`config.mk`:
```
export PLATFORM = sky130hd
export DESIGN_NAME = unit_test_result_monitor
export DESIGN_NICKNAME = d
export VERILOG_FILES = /design/src/rtl/unit_test_hw_pkg.sv /design/src/rtl/unit_test_fail_fifo.sv /design/src/rtl/unit_test_result_monitor.sv
export SDC_FILE = /design/constraint.sdc
export NUM_CORES = 1
export LEC_CHECK = 0
export BUFFER_PORTS_ARGS = -buffer_cell sky130_fd_sc_hd__clkbuf_2
export CORE_ASPECT_RATIO = 1.2
export CORE_MARGIN = 1.5
export CORE_UTILIZATION = 55
export CTS_CLUSTER_SIZE = 10
export DETAILED_ROUTE_END_ITERATION = 8
export PLACE_DENSITY = 0.77
export SYNTH_ARGS = -nofsm -noshare
export SYNTH_HDL_FRONTEND = slang
export SYNTH_SLANG_ARGS = --single-unit
```
`constraint.sdc`:
```
create_clock -name clk -period 8.15 [get_ports clk]
set_input_delay 1.2225 -clock clk [delete_from_list [all_inputs] [get_ports clk]]
set_output_delay 1.2225 -clock clk [all_outputs]
set_load 0.1 [all_outputs]
```
`src/rtl/unit_test_hw_pkg.sv`:
```
//------------------------------------------------------------------------------
// unit_test_hw_pkg : shared types and helpers for the unit_test result monitor
// Revision: 1.0
//------------------------------------------------------------------------------
`default_nettype none

package unit_test_hw_pkg;

    typedef enum logic [1:0] {
        IDLE    = 2'd0,
        RUN     = 2'd1,
        DONE    = 2'd2,
        TIMEOUT = 2'd3
    } ut_state_e;

    // Widest supported record fields (32 channels, 32-bit stamps)
    localparam int UT_CH_W = 5;
    localparam int UT_TS_W = 32;

    typedef struct packed {
        logic [UT_CH_W-1:0] ch;
        logic [UT_TS_W-1:0] ts;
    } ut_fail_rec_t;

    function automatic logic [31:0] sat_add(input logic [31:0] a,
                                            input logic [31:0] b,
                                            input logic [31:0] max_val);
        logic [32:0] sum;
        sum = {1'b0, a} + {1'b0, b};
        return (sum > {1'b0, max_val}) ? max_val : sum[31:0];
    endfunction

endpackage

`default_nettype wire

```
`src/rtl/unit_test_fail_fifo.sv`:
```
//------------------------------------------------------------------------------
// unit_test_fail_fifo : first-word-fall-through FIFO of failure records
// Revision: 1.0
//------------------------------------------------------------------------------
`default_nettype none

module unit_test_fail_fifo #(
    parameter int DEPTH = 8,
    parameter int CH_W  = 2,
    parameter int TS_W  = 20
) (
    input  logic            clk,
    input  logic            rst_n,
    input  logic            flush,
    input  logic            push,
    input  logic [CH_W-1:0] push_ch,
    input  logic [TS_W-1:0] push_ts,
    input  logic            pop,
    output logic [CH_W-1:0] head_ch,
    output logic [TS_W-1:0] head_ts,
    output logic            full,
    output logic            empty
);
    localparam int AW = $clog2(DEPTH);

    logic [CH_W+TS_W-1:0] mem [DEPTH];
    logic [AW-1:0]        wr_ptr;
    logic [AW-1:0]        rd_ptr;
    logic [AW:0]          count;
    logic                 do_push;
    logic                 do_pop;

    assign empty   = (count == '0);
    assign full    = (count == (AW+1)'(DEPTH));
    assign do_pop  = pop && !empty;
    // A full FIFO still accepts a push when the head leaves in the same cycle
    assign do_push = push && (!full || do_pop);

    always_ff @(posedge clk or negedge rst_n) begin
        if (!rst_n) begin
            wr_ptr <= '0;
            rd_ptr <= '0;
            count  <= '0;
        end else if (flush) begin
            wr_ptr <= '0;
            rd_ptr <= '0;
            count  <= '0;
        end else begin
            if (do_push) wr_ptr <= wr_ptr + AW'(1);
            if (do_pop)  rd_ptr <= rd_ptr + AW'(1);
            case ({do_push, do_pop})
                2'b10:   count <= count + (AW+1)'(1);
                2'b01:   count <= count - (AW+1)'(1);
                default: count <= count;
            endcase
        end
    end

    always_ff @(posedge clk) begin
        if (do_push && !flush) mem[wr_ptr] <= {push_ch, push_ts};
    end

    assign head_ch = empty ? '0 : mem[rd_ptr][CH_W+TS_W-1:TS_W];
    assign head_ts = empty ? '0 : mem[rd_ptr][TS_W-1:0];

endmodule

`default_nettype wire

```
`src/rtl/unit_test_result_monitor.sv`:
```
//------------------------------------------------------------------------------
// unit_test_result_monitor : pass/fail counting, failure log and run verdict
// Revision: 1.0
//------------------------------------------------------------------------------
`default_nettype none

module unit_test_result_monitor
    import unit_test_hw_pkg::*;
#(
    parameter int NUM_CH     = 4,
    parameter int CNT_W      = 16,
    parameter int TS_W       = 20,
    parameter int FIFO_DEPTH = 8,
    localparam int CH_W      = (NUM_CH > 1) ? $clog2(NUM_CH) : 1
) (
    input  logic              clk,
    input  logic              rst_n,
    input  logic              start,
    input  logic [TS_W-1:0]   timeout_cycles,
    input  logic [NUM_CH-1:0] ch_valid,
    input  logic [NUM_CH-1:0] ch_pass,
    input  logic [NUM_CH-1:0] ch_done,
    input  logic              fail_pop,
    output logic              fail_valid,
    output logic [CH_W-1:0]   fail_ch,
    output logic [TS_W-1:0]   fail_ts,
    output logic [CNT_W-1:0]  pass_count,
    output logic [CNT_W-1:0]  fail_count,
    output logic              busy,
    output logic              done,
    output logic              timed_out,
    output logic              passed,
    output logic              overflow
);
    localparam logic [CNT_W-1:0] CNT_MAX = '1;

    ut_state_e         state, state_nx;
    logic [TS_W-1:0]   cycle_cnt;
    logic [TS_W-1:0]   timeout_lat;
    logic [NUM_CH-1:0] done_mask, mask_nx;
    logic [NUM_CH-1:0] fails;
    logic [5:0]        n_pass, n_fail;
    logic [CH_W-1:0]   first_idx;
    logic              found, multi_fail;
    logic              in_run, run_start;
    logic              push, push_drop;
    logic              fifo_full, fifo_empty;

    assign in_run     = (state == RUN);
    assign run_start  = start && !in_run;
    assign fails      = ch_valid & ~ch_pass;
    assign multi_fail = (fails & (fails - NUM_CH'(1))) != '0;
    assign push       = in_run && found;
    assign push_drop  = push && fifo_full && !fail_pop;

    always_comb begin
        n_pass    = '0;
        n_fail    = '0;
        first_idx = '0;
        found     = 1'b0;
        // Descending scan so the lowest failing index is the last one written
        for (int i = NUM_CH - 1; i >= 0; i--) begin
            if (ch_valid[i]) begin
                if (ch_pass[i]) n_pass = n_pass + 6'd1;
                else            n_fail = n_fail + 6'd1;
            end
            if (fails[i]) begin
                found     = 1'b1;
                first_idx = CH_W'(i);
            end
        end
    end

    always_comb begin
        state_nx = state;
        mask_nx  = done_mask | ch_done;
        case (state)
            IDLE, DONE, TIMEOUT: if (start) state_nx = RUN;
            RUN: begin
                if (&mask_nx)
                    state_nx = DONE;
                else if (timeout_lat != '0 && cycle_cnt == timeout_lat)
                    state_nx = TIMEOUT;
            end
            default: state_nx = IDLE;
        endcase
    end

    always_ff @(posedge clk or negedge rst_n) begin
        if (!rst_n) begin
            state       <= IDLE;
            cycle_cnt   <= '0;
            timeout_lat <= '0;
            done_mask   <= '0;
            pass_count  <= '0;
            fail_count  <= '0;
            overflow    <= 1'b0;
        end else begin
            state <= state_nx;
            if (run_start) begin
                cycle_cnt   <= '0;
                timeout_lat <= timeout_cycles;
                done_mask   <= '0;
                pass_count  <= '0;
                fail_count  <= '0;
                overflow    <= 1'b0;
            end else if (in_run) begin
                pass_count <= CNT_W'(sat_add(32'(pass_count), 32'(n_pass), 32'(CNT_MAX)));
                fail_count <= CNT_W'(sat_add(32'(fail_count), 32'(n_fail), 32'(CNT_MAX)));
                cycle_cnt  <= (&cycle_cnt) ? cycle_cnt : cycle_cnt + TS_W'(1);
                done_mask  <= mask_nx;
                if (push && (multi_fail || push_drop)) overflow <= 1'b1;
            end
        end
    end

    unit_test_fail_fifo #(
        .DEPTH (FIFO_DEPTH),
        .CH_W  (CH_W),
        .TS_W  (TS_W)
    ) u_fail_fifo (
        .clk     (clk),
        .rst_n   (rst_n),
        .flush   (run_start),
        .push    (push),
        .push_ch (first_idx),
        .push_ts (cycle_cnt),
        .pop     (fail_pop),
        .head_ch (fail_ch),
        .head_ts (fail_ts),
        .full    (fifo_full),
        .empty   (fifo_empty)
    );

    assign fail_valid = !fifo_empty;
    assign busy       = (state == RUN);
    assign done       = (state == DONE);
    assign timed_out  = (state == TIMEOUT);
    assign passed     = done && (fail_count == '0) && !overflow;

endmodule

`default_nettype wire

```
==> Word level (Yosys, flattened, before mapping) <==
Memories as Yosys holds them, arrays and structs flattened.
Cells that the tools add are included.
{ "classes": {"n_div": 0, "add_sub_neg": 14, "muxes": 52, "bitwise_logic": 4, "magnitude_cmp": 2, "multipliers": 0, "shift": 0, "n_eq_ne": 10, "n_reduce_logical": 35} }
{ "op_table": {"columns": ["op", "n"], "rows": [
  ["two-way mux 16 bit", 6],
  ["two-way mux 20 bit", 4],
  ["two-way mux 6 bit", 13],
  ["adder 6 x 1 -> 6 bit, second input constant", 6],
  ["adder 16 x 6 -> 17 bit", 2],
  ["greater-than comparator 17 x 16 -> 1 bit, second input constant", 2],
  ["adder 20 x 1 -> 20 bit, second input constant", 1],
  ["equality test 20 bit", 1],
  ["AND reduction 20 bit", 1],
  ["nonzero test 20 bit", 1],
  ["zero test 16 bit", 1],
  ["two-way mux 2 bit", 8],
  ["two-way mux 1 bit", 12],
  ["two-way mux 3 bit", 4],
  ["two-way mux 4 bit", 3],
  ["logical AND 1 bit", 11],
  ["bitwise AND 4 bit", 2],
  ["case mux 4 bit (2 select lines)", 1],
  ["nonzero test 2 bit", 4],
  ["subtractor 4 x 1 -> 4 bit, second input constant", 2],
  ["adder 3 x 1 -> 3 bit, second input constant", 2],
  ["equality test 2 bit, second input constant", 3],
  ["zero test 1 bit", 6],
  ["AND reduction 2 bit", 3],
  ["16 further kinds", 18]
]} }
{ "totals": {"ff_bits": 89, "ramBits": 176, "mem_bits_ro": 0, "input_bits": 36, "latch_bits": 0, "output_inout_bits": 60, "memories": 1} }
{ "memory_table": {"columns": ["memory", "words", "width", "read_ports", "rd_ports_with_merged_regs", "write_ports", "line", "rtl"], "rows": [
  ["u_fail_fifo.mem", 8, 22, 1, 0, 1, "unit_test_fail_fifo.sv:26", "logic [CH_W+TS_W-1:0] mem [DEPTH];"]
]} }

==> Logic depth before layout (Yosys ltp) <==
{ "logic_depth": {"depth_word": 16, "depth_mapped": 16} }

==> By module <==
A second synthesis with hierarchy kept.
{ "unflattened": {"cells_unflattened": 872, "hier_area_um2": 12036.5} }
{ "by_module_without_submodules": {"columns": ["mod", "n_inst", "area_each_um2", "cells_each"], "rows": [
  ["unit_test_fail_fifo", 1, 7363.3, 358],
  ["unit_test_result_monitor", 1, 4673.2, 514]
]} }

==> Worst setup path after synthesis <==
No wires, ideal clock.
{ "synth_path": {"path_kind": "input port to flip-flop", "start": "input ch_pass[2]", "end": "memory u_fail_fifo.mem[2][0] (netlist name) (enable)", "t_arrival_ps": 4368, "required_ps": 7685, "path_slack_ps": 3317, "stages": 5, "cell_sequence": "nand2b_1 clkbuf_1 a41oi_1 nand2b_1 nor4b_1"} }
{ "synth_via": {"elab_chain_cells": 10} }
{ "synth_lines": {"columns": ["element", "line", "rtl"], "rows": [
  ["start, declared", "unit_test_result_monitor.sv:21", "input logic [NUM_CH-1:0] ch_pass,"],
  ["inverter 4 bit", "unit_test_result_monitor.sv:51", "assign fails = ch_valid & ~ch_pass;"],
  ["bitwise AND 4 bit", "unit_test_result_monitor.sv:51", null],
  ["two-way mux 1 bit (3 in a row)", "unit_test_result_monitor.sv:67", "if (fails[i]) begin"],
  ["logical AND 1 bit", "unit_test_result_monitor.sv:53", "assign push = in_run && found;"],
  ["logical AND 1 bit", "unit_test_fail_fifo.sv:37", "assign do_push = push && (!full || do_pop);"],
  ["logical AND 1 bit", "unit_test_fail_fifo.sv:60", "if (do_push && !flush) mem[wr_ptr] <= {push_ch, push_ts};"],
  ["two-way mux 1 bit", "unit_test_fail_fifo.sv:60", null],
  ["two-way mux 1 bit (implied by the code)", "unit_test_fail_fifo.sv:60", null],
  ["end, declared", "unit_test_fail_fifo.sv:26", null]
]} }
Every way passes these cells.

==> Worst setup path in the final report <==
{ "layout_path": {"start": "input ch_valid[3]", "end": "register pass_count[7]"} }
{ "layout_via": {"elab_chain_cells": 15} }
{ "layout_lines": {"columns": ["element", "line", "rtl"], "rows": [
  ["start, declared", "unit_test_result_monitor.sv:20", "input logic [NUM_CH-1:0] ch_valid,"],
  ["two-way mux 6 bit *", "unit_test_result_monitor.sv:63", "if (ch_valid[i]) begin"],
  ["adder 6 x 1 -> 6 bit", "unit_test_result_monitor.sv:64", "if (ch_pass[i]) n_pass = n_pass + 6'd1;"],
  ["two-way mux 6 bit", "unit_test_result_monitor.sv:64", null],
  ["two-way mux 6 bit *", "unit_test_result_monitor.sv:63", null],
  ["adder 6 x 1 -> 6 bit", "unit_test_result_monitor.sv:64", null],
  ["two-way mux 6 bit", "unit_test_result_monitor.sv:64", null],
  ["two-way mux 6 bit *", "unit_test_result_monitor.sv:63", null],
  ["adder 6 x 1 -> 6 bit", "unit_test_result_monitor.sv:64", null],
  ["two-way mux 6 bit", "unit_test_result_monitor.sv:64", null],
  ["two-way mux 6 bit *", "unit_test_result_monitor.sv:63", null],
  ["adder 16 x 6 -> 17 bit *", "unit_test_hw_pkg.sv:29", "sum = {1'b0, a} + {1'b0, b};"],
  ["greater-than comparator 17 x 16 -> 1 bit", "unit_test_hw_pkg.sv:30", "return (sum > {1'b0, max_val}) ? max_val : sum[31:0];"],
  ["two-way mux 16 bit *", "unit_test_hw_pkg.sv:30", null],
  ["two-way mux 16 bit *", "unit_test_result_monitor.sv:107", "end else if (in_run) begin"],
  ["two-way mux 16 bit *", "unit_test_result_monitor.sv:100", "if (run_start) begin"],
  ["end signal, assigned", "unit_test_result_monitor.sv:108", "pass_count <= CNT_W'(sat_add(32'(pass_count), 32'(n_pass), 32'(CNT_MAX)));"],
  ["end, declared", "unit_test_result_monitor.sv:27", "output logic [CNT_W-1:0] pass_count,"]
]} }
Mark *: on every way between the ends. The rest lies on a longest branch, timed or not. The select of a mux whose other input is x is not followed.
A chain may end at the register's enable or synchronous reset.

==> qor.json <==
{
  "first_global_vias": 8029,
  "avgSynthCellArea_um2": 13.4,
  "dpl.cell_count": 1244,
  "vdd_ir_drop_max_v": 0.000469,
  "setup.worst_path.class": "input port to flop",
  "grt_setup_unrepaired": "false",
  "pin_count": 96,
  "setup_viol_count_final": 0,
  "timing.critical_path.from_type": "input port",
  "hold_buffers": 0,
  "synth.cell_area_mm2": 0.0121,
  "starting_density_of_the_core_pct": 55.9,
  "post-synth-top-area-fraction_pct": 43.7,
  "vias": 7935,
  "area_growth_pct": 14.0,
  "synth_most_common_cell": "sky130_fd_sc_hd__edfxtp_1",
  "die_extent_in_y_um": 165,
  "tightestPinTransition_ns": 1.23,
  "timing.critical_path.to": "pass_count[7]",
  "max-clock-path-buffers": 3,
  "ys_dominant_reg_cell": "sky130_fd_sc_hd__edfxtp_1",
  "ys_top_cells_by_area": "sky130_fd_sc_hd__edfxtp_1, sky130_fd_sc_hd__dfrtp_1, sky130_fd_sc_hd__mux4_2",
  "yosysUniqueCellTypes": 68,
  "cp_data_required_time_ns": 8.58,
  "setup.reg_to_reg.worst_slack_ns": 4.83,
  "clk-insertion-delay-late_ns": 0.55,
  "worst_slew_margin_rel_pct": 17.9,
  "synth_enable_flop_cells": 176,
  "synth.top_cells.by_count": "sky130_fd_sc_hd__edfxtp_1, sky130_fd_sc_hd__nand2_1, sky130_fd_sc_hd__dfrtp_1, sky130_fd_sc_hd__nor2_1, sky130_fd_sc_hd__mux4_2",
  "period_minus_slack_ns": 4.38,
  "grt_usage_pct": 24.4,
  "grt_pass1_wl_mm": 43.3,
  "status": "complete, no violations",
  "combinationalPowerShare_pct": 42.2,
  "synth_area_leader_cell": "sky130_fd_sc_hd__edfxtp_1",
  "syn-num-nets": 956,
  "detailed_place_hpwl_mm": 16.7,
  "dieArea_mm2": 0.0229,
  "final-hold-violation-count": 0,
  "timing.setup.tns_ns": 0,
  "route.final.wire_length_mm": 27.5,
  "layout.core_utilization_pct": 63.7,
  "cts-root-buf": "sky130_fd_sc_hd__clkbuf_16",
  "post-route-period-util_pct": 53.7,
  "drt_first_pass_iters": 5,
  "cts_resized": 0,
  "synth_cells": 899,
  "layout-drive-gt1-share_pct": 22.0,
  "antenna_found_initial": 0,
  "critical_path.startpoint": "ch_valid[3]",
  "tritoncts_clock_tree": "yes",
  "worst_setup_hold_path_clk_slew_ns": 0.06,
  "final_max_slew_viol_count": 0,
  "timing.clock.skew_ns": 0.0216,
  "wl_per_cell_um": 21.2,
  "cp_endpoint_kind": "flop",
  "cts_num_sinks": 265,
  "sw_share_pct": 45.3,
  "cp_slowest_cell": "sky130_fd_sc_hd__fa_1",
  "synth-async-reset-ratio_pct": 33.6,
  "final-instance-count-excl-fill": 1298,
  "drcViolationCount": 0,
  "htree_num_levels": 1,
  "r2r-start": "u_fail_fifo.count[1]",
  "power_per_cell_area_mw_per_mm2": 403,
  "core_area_mm2": 0.0216,
  "n_antenna_cell": 0,
  "leakage_nw": 5.36,
  "critical_path.cell_chain": "clkbuf_2, nand2_1, inv_1, ha_1, a21oi_1, inv_1, ha_1, mux2_2, ha_1, mux2_2, fa_1, a211o_1, and2_0, nand3_1, a21oi_1, o221a_2",
  "count_of_input_and_output_buffers": 95,
  "power.share.clock_pct": 21.7,
  "max_stage_delay_ns": 0.45,
  "drt_iter0_drc": 731,
  "path_common_cell": "sky130_fd_sc_hd__ha_1",
  "synth-seq-cells": 265,
  "final_global_route_overflow_total": 0,
  "timing.rr.end": "u_fail_fifo.count[3]",
  "yosys_warnings": 0,
  "route.detailed.vias_per_inst": 6.11,
  "timing.critical_path.fanout_max": 8,
  "post-cts-setup-buffer-count": 0,
  "final.hold.worst_slack_ns": 0.496,
  "r2r.worst_path.cells": 12,
  "die_width_um": 138,
  "cellInternalPower_mw": 3.03,
  "cts_bufs_inserted": 30,
  "seq_area_frac_synth_pct": 62.1,
  "critPathArrivalTime_ns": 4.81,
  "ant_nets": 0,
  "max_cap_violations": 0,
  "power_frac_seq_pct": 36.1,
  "holdCritPathClass": "flop to flop",
  "gpl.final_weighted_congestion": 0.859,
  "timing.fmax_ghz": 0.228,
  "grt_start_max_net_pins": 78,
  "rows": 59,
  "nNetsFinal": 1059,
  "switchingPower_mw": 2.52
}
per-layer routing:
metal / GRT usage [%] / routed length, µm
met1: 31.8 / 11400
met2: 43.0 / 14100
met3: 2.88 / 1280
met4: 8.13 / 738
met5: 0 / 0
registers in the layout (all words and copies together), names as in the netlist:
register	cells
cycle_cnt	20
done_mask	4
fail_count	16
overflow	1
pass_count	16
state	2
timeout_lat	20
u_fail_fifo.count	4
u_fail_fifo.mem	176
u_fail_fifo.rd_ptr	3
u_fail_fifo.wr_ptr	3
through the flow:
step	setup WS, ns	instance area (µm²)	power (mW)
after floorplan	3.32	12100	3.89
after global placement	3.30	12900	4.33
after detailed placement	3.22	12900	4.37
after CTS	3.73	13800	5.59
after global routing	3.56	13800	5.81
final	3.77	13800	5.55
kinds of logic after synthesis:
group / after synthesis / synth area share, %
simple gates: 326 / 13.4
flops: 265 / 62.1
compound gates: 115 / 6.18
mux: 81 / 11.4
buf+inv: 52 / 1.75
xor+xnor: 39 / 2.83
fa+ha+maj: 21 / 2.36
power by group through the flow:
stage | logic, mW | clock network, mW | registers, mW
after CTS | 2.37 | 1.22 | 2.00
after detailed placement | 2.35 | 0 | 2.02
after floorplan | 1.83 | 0 | 2.06
after global routing | 2.50 | 1.27 | 2.03
final | 2.34 | 1.20 | 2.00
after global placement | 2.32 | 0 | 2.00
worst max-delay path: cells and delay by family:
| kind | cells | cell delay [ns] |
|---|---|---|
| fa+ha+maj | 4 | 1.26 |
| compound gates | 4 | 0.92 |
| simple gates | 3 | 0.60 |
| buf+inv | 3 | 0.21 |
| mux | 2 | 0.59 |
area by class of cell:
class                      instances  area, µm²
fill                            1584       7850
sequential                       265       7520
multi-input combinational        582       4410
clock buffer                      53        857
timing repair buffer             108        576
tap                              274        343
inverter                          15       56.3
clock inverter                     1       16.3
how the worst min path moves through the flow:
| stage | endpoint | depth (start not counted) | start |
|---|---|---|---|
| floorplan | done_mask[1] | 2 | done_mask[1] |
| global placement | done_mask[1] | 2 | done_mask[1] |
| detailed placement | done_mask[2] | 2 | done_mask[2] |
| CTS | timeout_lat[19] | 1 | rst_n |
| global route | timeout_lat[7] | 1 | rst_n |
| finish | done_mask[1] | 2 | done_mask[1] |
cells in the final DEF (no fill, tap or decap), drive strengths merged, types with 5 or more instances in the layout:
| cell type | netlist | layout |
|---|---|---|
| xor2 | 23 | 23 |
| nor3b | 5 | 5 |
| nand2b | 6 | 6 |
| nor3 | 27 | 27 |
| nor2b | 5 | 5 |
| mux2i | 31 | 31 |
| edfxtp | 176 | 176 |
| clkbuf | 19 | 147 |
| nand3 | 30 | 30 |
| xnor2 | 16 | 16 |
| mux2 | 6 | 6 |
| nand4 | 9 | 9 |
| ha | 18 | 18 |
| and3 | 10 | 10 |
| mux4 | 44 | 44 |
| and4 | 7 | 7 |
| nor2 | 72 | 72 |
| and2 | 8 | 8 |
| nand2 | 116 | 116 |
| nor4 | 21 | 21 |
| o21ai | 16 | 16 |
| a31oi | 16 | 16 |
| o211ai | 7 | 7 |
| inv | 14 | 14 |
| dfrtp | 89 | 89 |
| a211oi | 8 | 8 |
| a21oi | 36 | 36 |
| buf | 18 | 14 |
Power figures use the tool's default switching activity.
